<file path="src/rtl/alu_issue_ctrl.sv">
`default_nettype none
// ============================================================================
// Module  : alu_issue_ctrl
// Brief   : Decodes add/sub/slt/addi/slti/beq, drives an external ALU for
//           SETTLE_CYCLES and holds the captured result until consumed.
//           Optional overflow trap: define ALU_ISSUE_OVF_TRAP_EN.
// Rev     : 1.0  initial release
// ============================================================================
module alu_issue_ctrl #(
    parameter int SETTLE_CYCLES = 1
) (
    input  logic        clk,
    input  logic        reset,
    input  logic        in_valid,
    output logic        in_ready,
    input  logic [5:0]  opcode,
    input  logic [5:0]  funct,
    input  logic [31:0] rs_val,
    input  logic [31:0] rt_val,
    input  logic [15:0] imm,
    input  logic [4:0]  shamt,
    input  logic [31:0] pc_plus4,
    output logic [31:0] alu_data1,
    output logic [31:0] alu_data2,
    output logic [3:0]  alu_ctrl,
    output logic [4:0]  alu_shamt,
    input  logic [31:0] alu_result,
    input  logic        alu_zero,
    input  logic        alu_overflow,
    output logic        out_valid,
    input  logic        out_ready,
    output logic [31:0] out_result,
    output logic        branch_taken,
    output logic [31:0] branch_target,
    output logic        ovf_exc
);

    localparam logic [5:0] c_op_rtype = 6'h00;
    localparam logic [5:0] c_op_addi  = 6'h08;
    localparam logic [5:0] c_op_slti  = 6'h0A;
    localparam logic [5:0] c_op_beq   = 6'h04;
    localparam logic [5:0] c_fn_add   = 6'h20;
    localparam logic [5:0] c_fn_sub   = 6'h22;
    localparam logic [5:0] c_fn_slt   = 6'h2A;
    localparam logic [3:0] c_alu_add  = 4'b0000;
    localparam logic [3:0] c_alu_sub  = 4'b0001;
    localparam logic [3:0] c_alu_slt  = 4'b1000;
    localparam logic [2:0] c_cnt_last = 3'(SETTLE_CYCLES - 1);

`ifdef ALU_ISSUE_OVF_TRAP_EN
    typedef enum logic [1:0] {
        S_IDLE  = 2'd0,
        S_DRIVE = 2'd1,
        S_HOLD  = 2'd2,
        S_EXC   = 2'd3
    } state_t;
`else
    typedef enum logic [1:0] {
        S_IDLE  = 2'd0,
        S_DRIVE = 2'd1,
        S_HOLD  = 2'd2
    } state_t;
`endif

    state_t      r_state;
    state_t      w_state_nxt;
    logic [2:0]  r_cnt;
    logic [31:0] r_alu_data1;
    logic [31:0] r_alu_data2;
    logic [3:0]  r_alu_ctrl;
    logic [4:0]  r_alu_shamt;
    logic [31:0] r_branch_target;
    logic        r_is_beq;
    logic [31:0] r_out_result;
    logic        r_branch_taken;
    logic        r_out_valid;

    logic        w_legal;
    logic [3:0]  w_ctrl;
    logic        w_use_imm;
    logic        w_is_beq;
    logic        w_ovf_op;
    logic [31:0] w_sext_imm;
    logic [31:0] w_branch_tgt;
    logic        w_accept;
    logic        w_capture;
    logic        w_trap;

    assign w_sext_imm   = {{16{imm[15]}}, imm};
    assign w_branch_tgt = pc_plus4 + {w_sext_imm[29:0], 2'b00};

    always_comb begin
        w_legal   = 1'b1;
        w_ctrl    = c_alu_add;
        w_use_imm = 1'b0;
        w_is_beq  = 1'b0;
        w_ovf_op  = 1'b0;
        case (opcode)
            c_op_rtype: begin
                case (funct)
                    c_fn_add: begin w_ctrl = c_alu_add; w_ovf_op = 1'b1; end
                    c_fn_sub: begin w_ctrl = c_alu_sub; w_ovf_op = 1'b1; end
                    c_fn_slt: w_ctrl = c_alu_slt;
                    default:  w_legal = 1'b0;
                endcase
            end
            c_op_addi: begin w_ctrl = c_alu_add; w_use_imm = 1'b1; w_ovf_op = 1'b1; end
            c_op_slti: begin w_ctrl = c_alu_slt; w_use_imm = 1'b1; end
            c_op_beq:  begin w_ctrl = c_alu_sub; w_is_beq = 1'b1; end
            default:   w_legal = 1'b0;
        endcase
    end

`ifdef ALU_ISSUE_OVF_TRAP_EN
    logic r_ovf_op;
    assign w_trap  = r_ovf_op & alu_overflow;
    assign ovf_exc = (r_state == S_EXC);
`else
    logic w_unused_ok;
    assign w_unused_ok = alu_overflow ^ w_ovf_op;
    assign w_trap      = 1'b0;
    assign ovf_exc     = 1'b0;
`endif

    always_ff @(posedge clk or negedge reset) begin
        if (!reset) begin
            r_state <= S_IDLE;
        end else begin
            r_state <= w_state_nxt;
        end
    end

    always_comb begin
        w_state_nxt = r_state;
        w_accept    = 1'b0;
        w_capture   = 1'b0;
        case (r_state)
            S_IDLE: begin
                if (in_valid) begin
                    w_accept    = 1'b1;
                    w_state_nxt = w_legal ? S_DRIVE : S_HOLD;
                end
            end
            S_DRIVE: begin
                if (r_cnt == c_cnt_last) begin
                    w_capture   = 1'b1;
                    w_state_nxt = S_HOLD;
`ifdef ALU_ISSUE_OVF_TRAP_EN
                    if (w_trap) w_state_nxt = S_EXC;
`endif
                end
            end
            S_HOLD: begin
                if (r_out_valid && out_ready) w_state_nxt = S_IDLE;
            end
`ifdef ALU_ISSUE_OVF_TRAP_EN
            S_EXC:   w_state_nxt = S_IDLE;
`endif
            default: w_state_nxt = S_IDLE;
        endcase
    end

    // out_valid rises one cycle after HOLD is entered, giving a fixed publish stage
    always_ff @(posedge clk or negedge reset) begin
        if (!reset) begin
            r_cnt           <= '0;
            r_alu_data1     <= '0;
            r_alu_data2     <= '0;
            r_alu_ctrl      <= '0;
            r_alu_shamt     <= '0;
            r_branch_target <= '0;
            r_is_beq        <= 1'b0;
            r_out_result    <= '0;
            r_branch_taken  <= 1'b0;
            r_out_valid     <= 1'b0;
`ifdef ALU_ISSUE_OVF_TRAP_EN
            r_ovf_op        <= 1'b0;
`endif
        end else begin
            if (w_accept) begin
                r_alu_data1     <= rs_val;
                r_alu_data2     <= w_use_imm ? w_sext_imm : rt_val;
                r_alu_ctrl      <= w_ctrl;
                r_alu_shamt     <= shamt;
                r_branch_target <= w_is_beq ? w_branch_tgt : 32'h0;
                r_is_beq        <= w_is_beq;
                r_cnt           <= '0;
                r_out_result    <= '0;
                r_branch_taken  <= 1'b0;
`ifdef ALU_ISSUE_OVF_TRAP_EN
                r_ovf_op        <= w_ovf_op;
`endif
            end else if (r_state == S_DRIVE && !w_capture) begin
                r_cnt <= r_cnt + 3'd1;
            end
            if (w_capture) begin
                r_out_result   <= w_trap ? 32'h0 : alu_result;
                r_branch_taken <= r_is_beq & alu_zero & ~w_trap;
            end
            if (r_state == S_HOLD && !r_out_valid) begin
                r_out_valid <= 1'b1;
            end else if (r_out_valid && out_ready) begin
                r_out_valid <= 1'b0;
            end
        end
    end

    assign in_ready      = (r_state == S_IDLE);
    assign alu_data1     = r_alu_data1;
    assign alu_data2     = r_alu_data2;
    assign alu_ctrl      = r_alu_ctrl;
    assign alu_shamt     = r_alu_shamt;
    assign out_valid     = r_out_valid;
    assign out_result    = r_out_result;
    assign branch_taken  = r_branch_taken;
    assign branch_target = r_branch_target;

endmodule

`default_nettype wire

</file>
<file path="config.mk">
export PLATFORM = sky130hd
export DESIGN_NAME = alu_issue_ctrl
export DESIGN_NICKNAME = d
export VERILOG_FILES = /design/src/rtl/alu_issue_ctrl.sv
export SDC_FILE = /design/constraint.sdc
export NUM_CORES = 1
export LEC_CHECK = 0
export CAP_MARGIN = 25
export CORE_MARGIN = 1
export CORE_UTILIZATION = 47
export CTS_CLUSTER_SIZE = 24
export DETAILED_ROUTE_END_ITERATION = 8
export PLACE_DENSITY = 0.87
export SYNTH_ARGS = -nofsm -noshare
export SYNTH_HDL_FRONTEND = slang
export SYNTH_SLANG_ARGS = --single-unit
export TNS_END_PERCENT = 30
</file>
<file path="constraint.sdc">
create_clock -name clk -period 3.01 [get_ports clk]
set_clock_uncertainty 0.05 [all_clocks]
set_input_delay 0.301 -clock clk [delete_from_list [all_inputs] [get_ports clk]]
set_output_delay 0.301 -clock clk [all_outputs]
set_load 0.02 [all_outputs]
</file>
==> results of run 1 <==
==> layout by cell type (no fill, tap or decap), types with 4 or more instances in the layout <==
master	Yosys	routed
sky130_fd_sc_hd__clkbuf_16	0	17
sky130_fd_sc_hd__a31oi_1	7	7
sky130_fd_sc_hd__nand4_1	6	6
sky130_fd_sc_hd__a21o_1	12	12
sky130_fd_sc_hd__nand2_1	199	198
sky130_fd_sc_hd__xnor2_1	13	13
sky130_fd_sc_hd__o21ai_0	59	59
sky130_fd_sc_hd__ha_1	31	31
sky130_fd_sc_hd__dfrtp_1	143	143
sky130_fd_sc_hd__o211ai_1	4	4
sky130_fd_sc_hd__clkdlybuf4s50_1	0	302
sky130_fd_sc_hd__buf_4	3	15
sky130_fd_sc_hd__o21ai_1	12	12
sky130_fd_sc_hd__and3_1	4	4
sky130_fd_sc_hd__inv_6	0	4
sky130_fd_sc_hd__o31ai_1	5	5
sky130_fd_sc_hd__nand3_1	6	6
sky130_fd_sc_hd__nor2_1	35	34
sky130_fd_sc_hd__nor4_1	4	4
sky130_fd_sc_hd__a21oi_1	54	54
sky130_fd_sc_hd__mux2i_1	19	19
sky130_fd_sc_hd__a22o_1	32	32
sky130_fd_sc_hd__nor3_1	7	7
sky130_fd_sc_hd__inv_1	12	12
sky130_fd_sc_hd__xor2_1	12	12
sky130_fd_sc_hd__nand2b_1	5	5
==> worst reg2reg max path, stage by stage, from the launching register on <==
cell and delay, ns:
sky130_fd_sc_hd__dfrtp_1 0.42, sky130_fd_sc_hd__nor2_1 0.12, sky130_fd_sc_hd__nand2_4 0.19, sky130_fd_sc_hd__or2_1 0.54, sky130_fd_sc_hd__buf_4 0.30, sky130_fd_sc_hd__nor2_1 0.05, sky130_fd_sc_hd__a221o_1 0.31
==> flip-flops by register name (all words and copies together), names as in the netlist, 2 cells and up <==
| register | flops |
|---|---|
| alu_data2 | 32 |
| branch_target | 32 |
| alu_shamt | 5 |
| r_cnt | 3 |
| alu_ctrl | 2 |
| alu_data1 | 32 |
| r_state | 2 |
| out_result | 32 |
==> synth_stat cells, types with 5 or more instances <==
cell type | number | area share [%]
sky130_fd_sc_hd__nand2_1 | 199 | 10
sky130_fd_sc_hd__dfrtp_1 | 143 | 49
sky130_fd_sc_hd__o21ai_0 | 59 | 4.1
sky130_fd_sc_hd__a21oi_1 | 54 | 3.7
sky130_fd_sc_hd__nor2_1 | 35 | 1.8
sky130_fd_sc_hd__a22o_1 | 32 | 3.9
sky130_fd_sc_hd__clkbuf_1 | 32 | 1.7
sky130_fd_sc_hd__ha_1 | 31 | 5.3
sky130_fd_sc_hd__mux2i_1 | 19 | 2.6
sky130_fd_sc_hd__xnor2_1 | 13 | 1.6
sky130_fd_sc_hd__a21o_1 | 12 | 1.2
sky130_fd_sc_hd__inv_1 | 12 | 0.62
sky130_fd_sc_hd__o21ai_1 | 12 | 0.83
sky130_fd_sc_hd__xor2_1 | 12 | 1.4
sky130_fd_sc_hd__buf_2 | 8 | 0.55
sky130_fd_sc_hd__a31oi_1 | 7 | 0.60
sky130_fd_sc_hd__nor3_1 | 7 | 0.48
sky130_fd_sc_hd__nand3_1 | 6 | 0.41
sky130_fd_sc_hd__nand4_1 | 6 | 0.52
sky130_fd_sc_hd__nand2b_1 | 5 | 0.43
sky130_fd_sc_hd__o31ai_1 | 5 | 0.52
==> power groups by stage <==
stage	sequential (mW)	clock (mW)	combinational, mW
after global placement	2.69	0	3.10
after detailed placement	2.72	0	3.16
final	2.69	2.13	3.16
after floorplan	3.32	0	0.969
after CTS	2.69	2.17	3.18
after global routing	2.75	2.25	3.39
==> how the worst min path moves through the flow <==
stage	endpoint	slack, ns	depth (start not counted)
2_1_floorplan	alu_ctrl[0]	-0.04	0
3_3_place_gp	alu_data1[10]	0.41	2
3_5_place_dp	alu_data1[5]	0.41	2
4_1_cts	alu_data1[28]	0.34	3
5_1_grt	alu_data1[7]	0.36	3
6_report	alu_data1[17]	0.36	3
==> cell type report <==
cell class	instances	share of cell area (%)
Multi-Input combinational cell	581	31.3
Clock inverter	11	1.16
Timing Repair Buffer	320	28.6
Clock buffer	21	4.23
Sequential cell	143	32.2
Tap cell	188	2.12
Inverter	12	0.405
==> metrics by stage <==
step	power [mW]	hold WS [ns]	instance area (sq um)	setup TNS [ns]
detailed placement	5.88	0.412	10500	-0.0196
global placement	5.79	0.407	10500	0
floorplan	4.29	-0.0446	7270	0
finish	7.98	0.358	11100	0
CTS	8.04	0.340	11100	0
global route	8.39	0.359	11100	0
==> kinds of logic (layout without fill, tap and decap cells) <==
family / count (synthesis) / after routing
adder cells (fa/ha/maj): 32 / 32
multiplexers: 19 / 19
buffers and inverters: 56 / 364
XOR/XNOR: 25 / 25
AND/OR/NAND/NOR: 284 / 284
flip-flops: 143 / 143
other: 1 / 3
AO/OA/AOI/OAI: 218 / 218
==> routing by layer <==
metal | up-vias | GRT usage (%) | wire (microns)
met4 | 0 | 9.50 | 402
met2 | 263 | 48.0 | 11000
met5 | - | 0 | 0
met1 | 3261 | 34.2 | 9030
met3 | 26 | 6.58 | 1370
li1 | 3318 | - | -
==> qor_table.md, run 1 <==
| Stage | Metric | This run |
|---|---|---|
| status | Outcome | completed |
| place | Number of buffers inserted by port buffering | 303 |
| worst setup path | Worst setup endpoint | branch_target[28] |
| worst setup path | Start point of the critical path | imm[0] |
| worst setup path | Nature of the critical path startpoint | primary input |
| worst setup path | Reg2reg path depth | 6 |
| synthesis | Proportion of synthesized area in mux cells | 2.62% |
| synthesis | Count of state elements after synthesis | 143 |
| timing | Final setup slack of the worst path | 0.352 ns |
| worst setup path | Worst path required time | 3.26 ns |
| worst setup path | Biggest fanout along the worst timing path | 4 |
| place | Post-detail-place hpwl | 15,900 microns |
| clock tree | H-tree Lvls | 4 |
| global route | Number of global-route vias before repair | 6,669 |
| die | Standard cell core area | 0.0151 sq mm |
| clock tree | Clock tree sinks | 143 |
| pwr | Part of the power in the clock network | 26.7% |
| pwr | Switching component of the power | 2.83 mW |
| clock tree | Post-cts repair resize count | 0 |
| drt | Residual antenna-violating net count after detailed routing | 0 |
| clock tree | Deepest clock path buffer count | 2 |
| worst setup path | Critical path cell sequence | clkdlybuf4s50_1, ha_1, inv_1, fa_1, nand2b_1, a21oi_1, a2111oi_0, o21ai_1, o211ai_2, o2111a_1, a221o_1 |
| synthesis | Asr flop ratio synth | 100% |
| die | I/O Pins | 308 |
| worst setup path | Largest stage delay on the critical path | 0.48 ns |
| synthesis | Parity-gate share of the synthesized area counting xor and xnor cells | 3.02% |
| timing | Final count of negative-setup-slack endpoints | 0 |
| die | Area of the die | 0.0160 sq mm |
| pwr | Gate power share | 39.6% |
| timing | Unrepaired setup endpoints after global routing | false |
| final layout | Layout Area Growth over Synthesis | 53.0% |
| worst setup path | Arrival time at the worst endpoint | 2.90 ns |
| synthesis | Adder and majority gate portion of the synthesized area | 5.62% |
| job | Max-capacitance violation count | 0 |
| timing | Max-slew violation count | 0 |
| pwr | Pwr per Cell Area | 718 mW/mm^2 |
| place | DP Worst Slack | -0.0196 ns |
| synthesis | Mapped cell area | 0.00726 sq mm |
| clock tree | Hold_buf cts | 1 |
| final layout | Count of inserted antenna diode cells | 0 |
| final layout | Share of cells above drive strength 1 | 6.07% |
| die | Number of placement rows | 45 |
| clock tree | Library cell used as clock root buffer | sky130_fd_sc_hd__clkbuf_16 |
| worst setup path | Cell type of the slowest stage on the worst timing path | sky130_fd_sc_hd__clkdlybuf4s50_1 |
| worst setup path | Setup slack of the worst register-to-register path | 0.91 ns |
| timing | Post-layout minimum cycle time | 2.66 ns |
| final layout | Sequential cell area | 0.00358 sq mm |
| place | RD Place Congestion | 0.884 |
| synthesis | Most frequently used flop master after synthesis | sky130_fd_sc_hd__dfrtp_1 |
| worst hold path | Type of the worst min-delay path | in2reg |
| final layout | Net count, final | 1,274 |
| pwr | Peak VDD IR | 0.596 mV |
| timing | Fin. Hold Viols | 0 |
| die | Chip height | 126 microns |
| global route | Remaining Overflow, GRT | 0 |
| drt | Total iterations of the first detailed-routing run | 5 |
| synthesis | Post-synthesis sequential area ratio | 49.3% |
| worst setup path | Count of buffer and inverter cells on the critical path | 2 |
| global route | Total routing usage reported by global routing | 27.8% |
| drt | WL final | 21,800 microns |
| drt | Iter 0 DRT Violations | 398 |
| worst setup path | Total number of cells along the worst setup path | 11 |
| global route | Pin count of the biggest net entering global routing | 103 |
| place | Cell count after placement | 1,243 |
| worst hold path | HP Start | rs_val[17] |
| final layout | Non-filler instance count after layout | 1,276 |
| final layout | Final core area utilization | 73.4% |
| final layout | Filler cell count | 1,078 |
| global route | Number of antenna violations at the first check in global routing | 0 |
| pwr | Pleak | 5.10 nW |
| pwr | Switching Fraction | 35.5% |
| drt | Vias post-DR | 6,868 |
| clock tree | TritonCTS clock tree | built |
| synthesis | Count of flip-flops with a built-in enable after synthesis | 0 |
| worst setup path | Reg2reg end | branch_target[28] |
| worst setup path | Critical Path End Type | flip-flop |
| die | Die width | 126 microns |
| pwr | Sequential cell fraction of total power | 33.7% |
| pwr | Cell-internal power | 5.15 mW |
| drt | Post-route DRC violation count | 0 |
| synthesis | Synth warnings | 0 |
| synthesis | Number of distinct standard cells referenced by the synthesized netlist | 63 |
| final layout | Footprint of the multi-input gates | 0.00348 sq mm |
| clock tree | TritonCTS Buffers | 17 |
| clock tree | Clock latency reported for the late side of the worst-skew pair | 0.42 ns |
| timing | Worst slew margin relative to its limit | 35.3% |
| drt | Via/cell ratio | 5.38 |
| worst setup path | Reg-to-Reg Start | r_state[0] |
| drt | Final routed wire length divided by cell count | 17.1 microns |
| clock tree | Clock input transition at the sequential cells of the worst setup and hold paths | 0.06 ns |
| worst setup path | Cell type group with the largest total delay on the critical path | compound AO/OA/AOI/OAI gates |
| synthesis | Combinational family with the most area after synthesis | compound AO/OA/AOI/OAI gates |
| timing | Share of the clock period used by the worst path after layout | 88.3% |
| synthesis | Post-synthesis compound-gate area fraction | 19.7% |
| synthesis | Syn Area/Cell | 9.33 sq um |
| timing | Fmax achieved | 0.376 GHz |
| worst setup path | Category of the most critical setup path | in2reg |
| synthesis | Count of mapped cells out of synthesis | 778 |
| clock tree | Setup fix buffers added after clock tree synthesis | 0 |
| synthesis | Synthesized-area fraction occupied by and/or/nand/nor cells | 16.6% |
| timing | Slew at the pin closest to its max-slew limit | 0.971 ns |
| die | Effective utilization at floorplan | 47.9% |
| global route | First-pass GRT wire length | 34,800 microns |
Note: power is estimated with default switching activity, not from simulation.
==> run 2, diff against run 1 <==
- ABC_CLOCK_PERIOD_IN_PS: default -> 3010
==> results of run 2 <==
Final layout, timing and power as in run 1 (identical DEF).
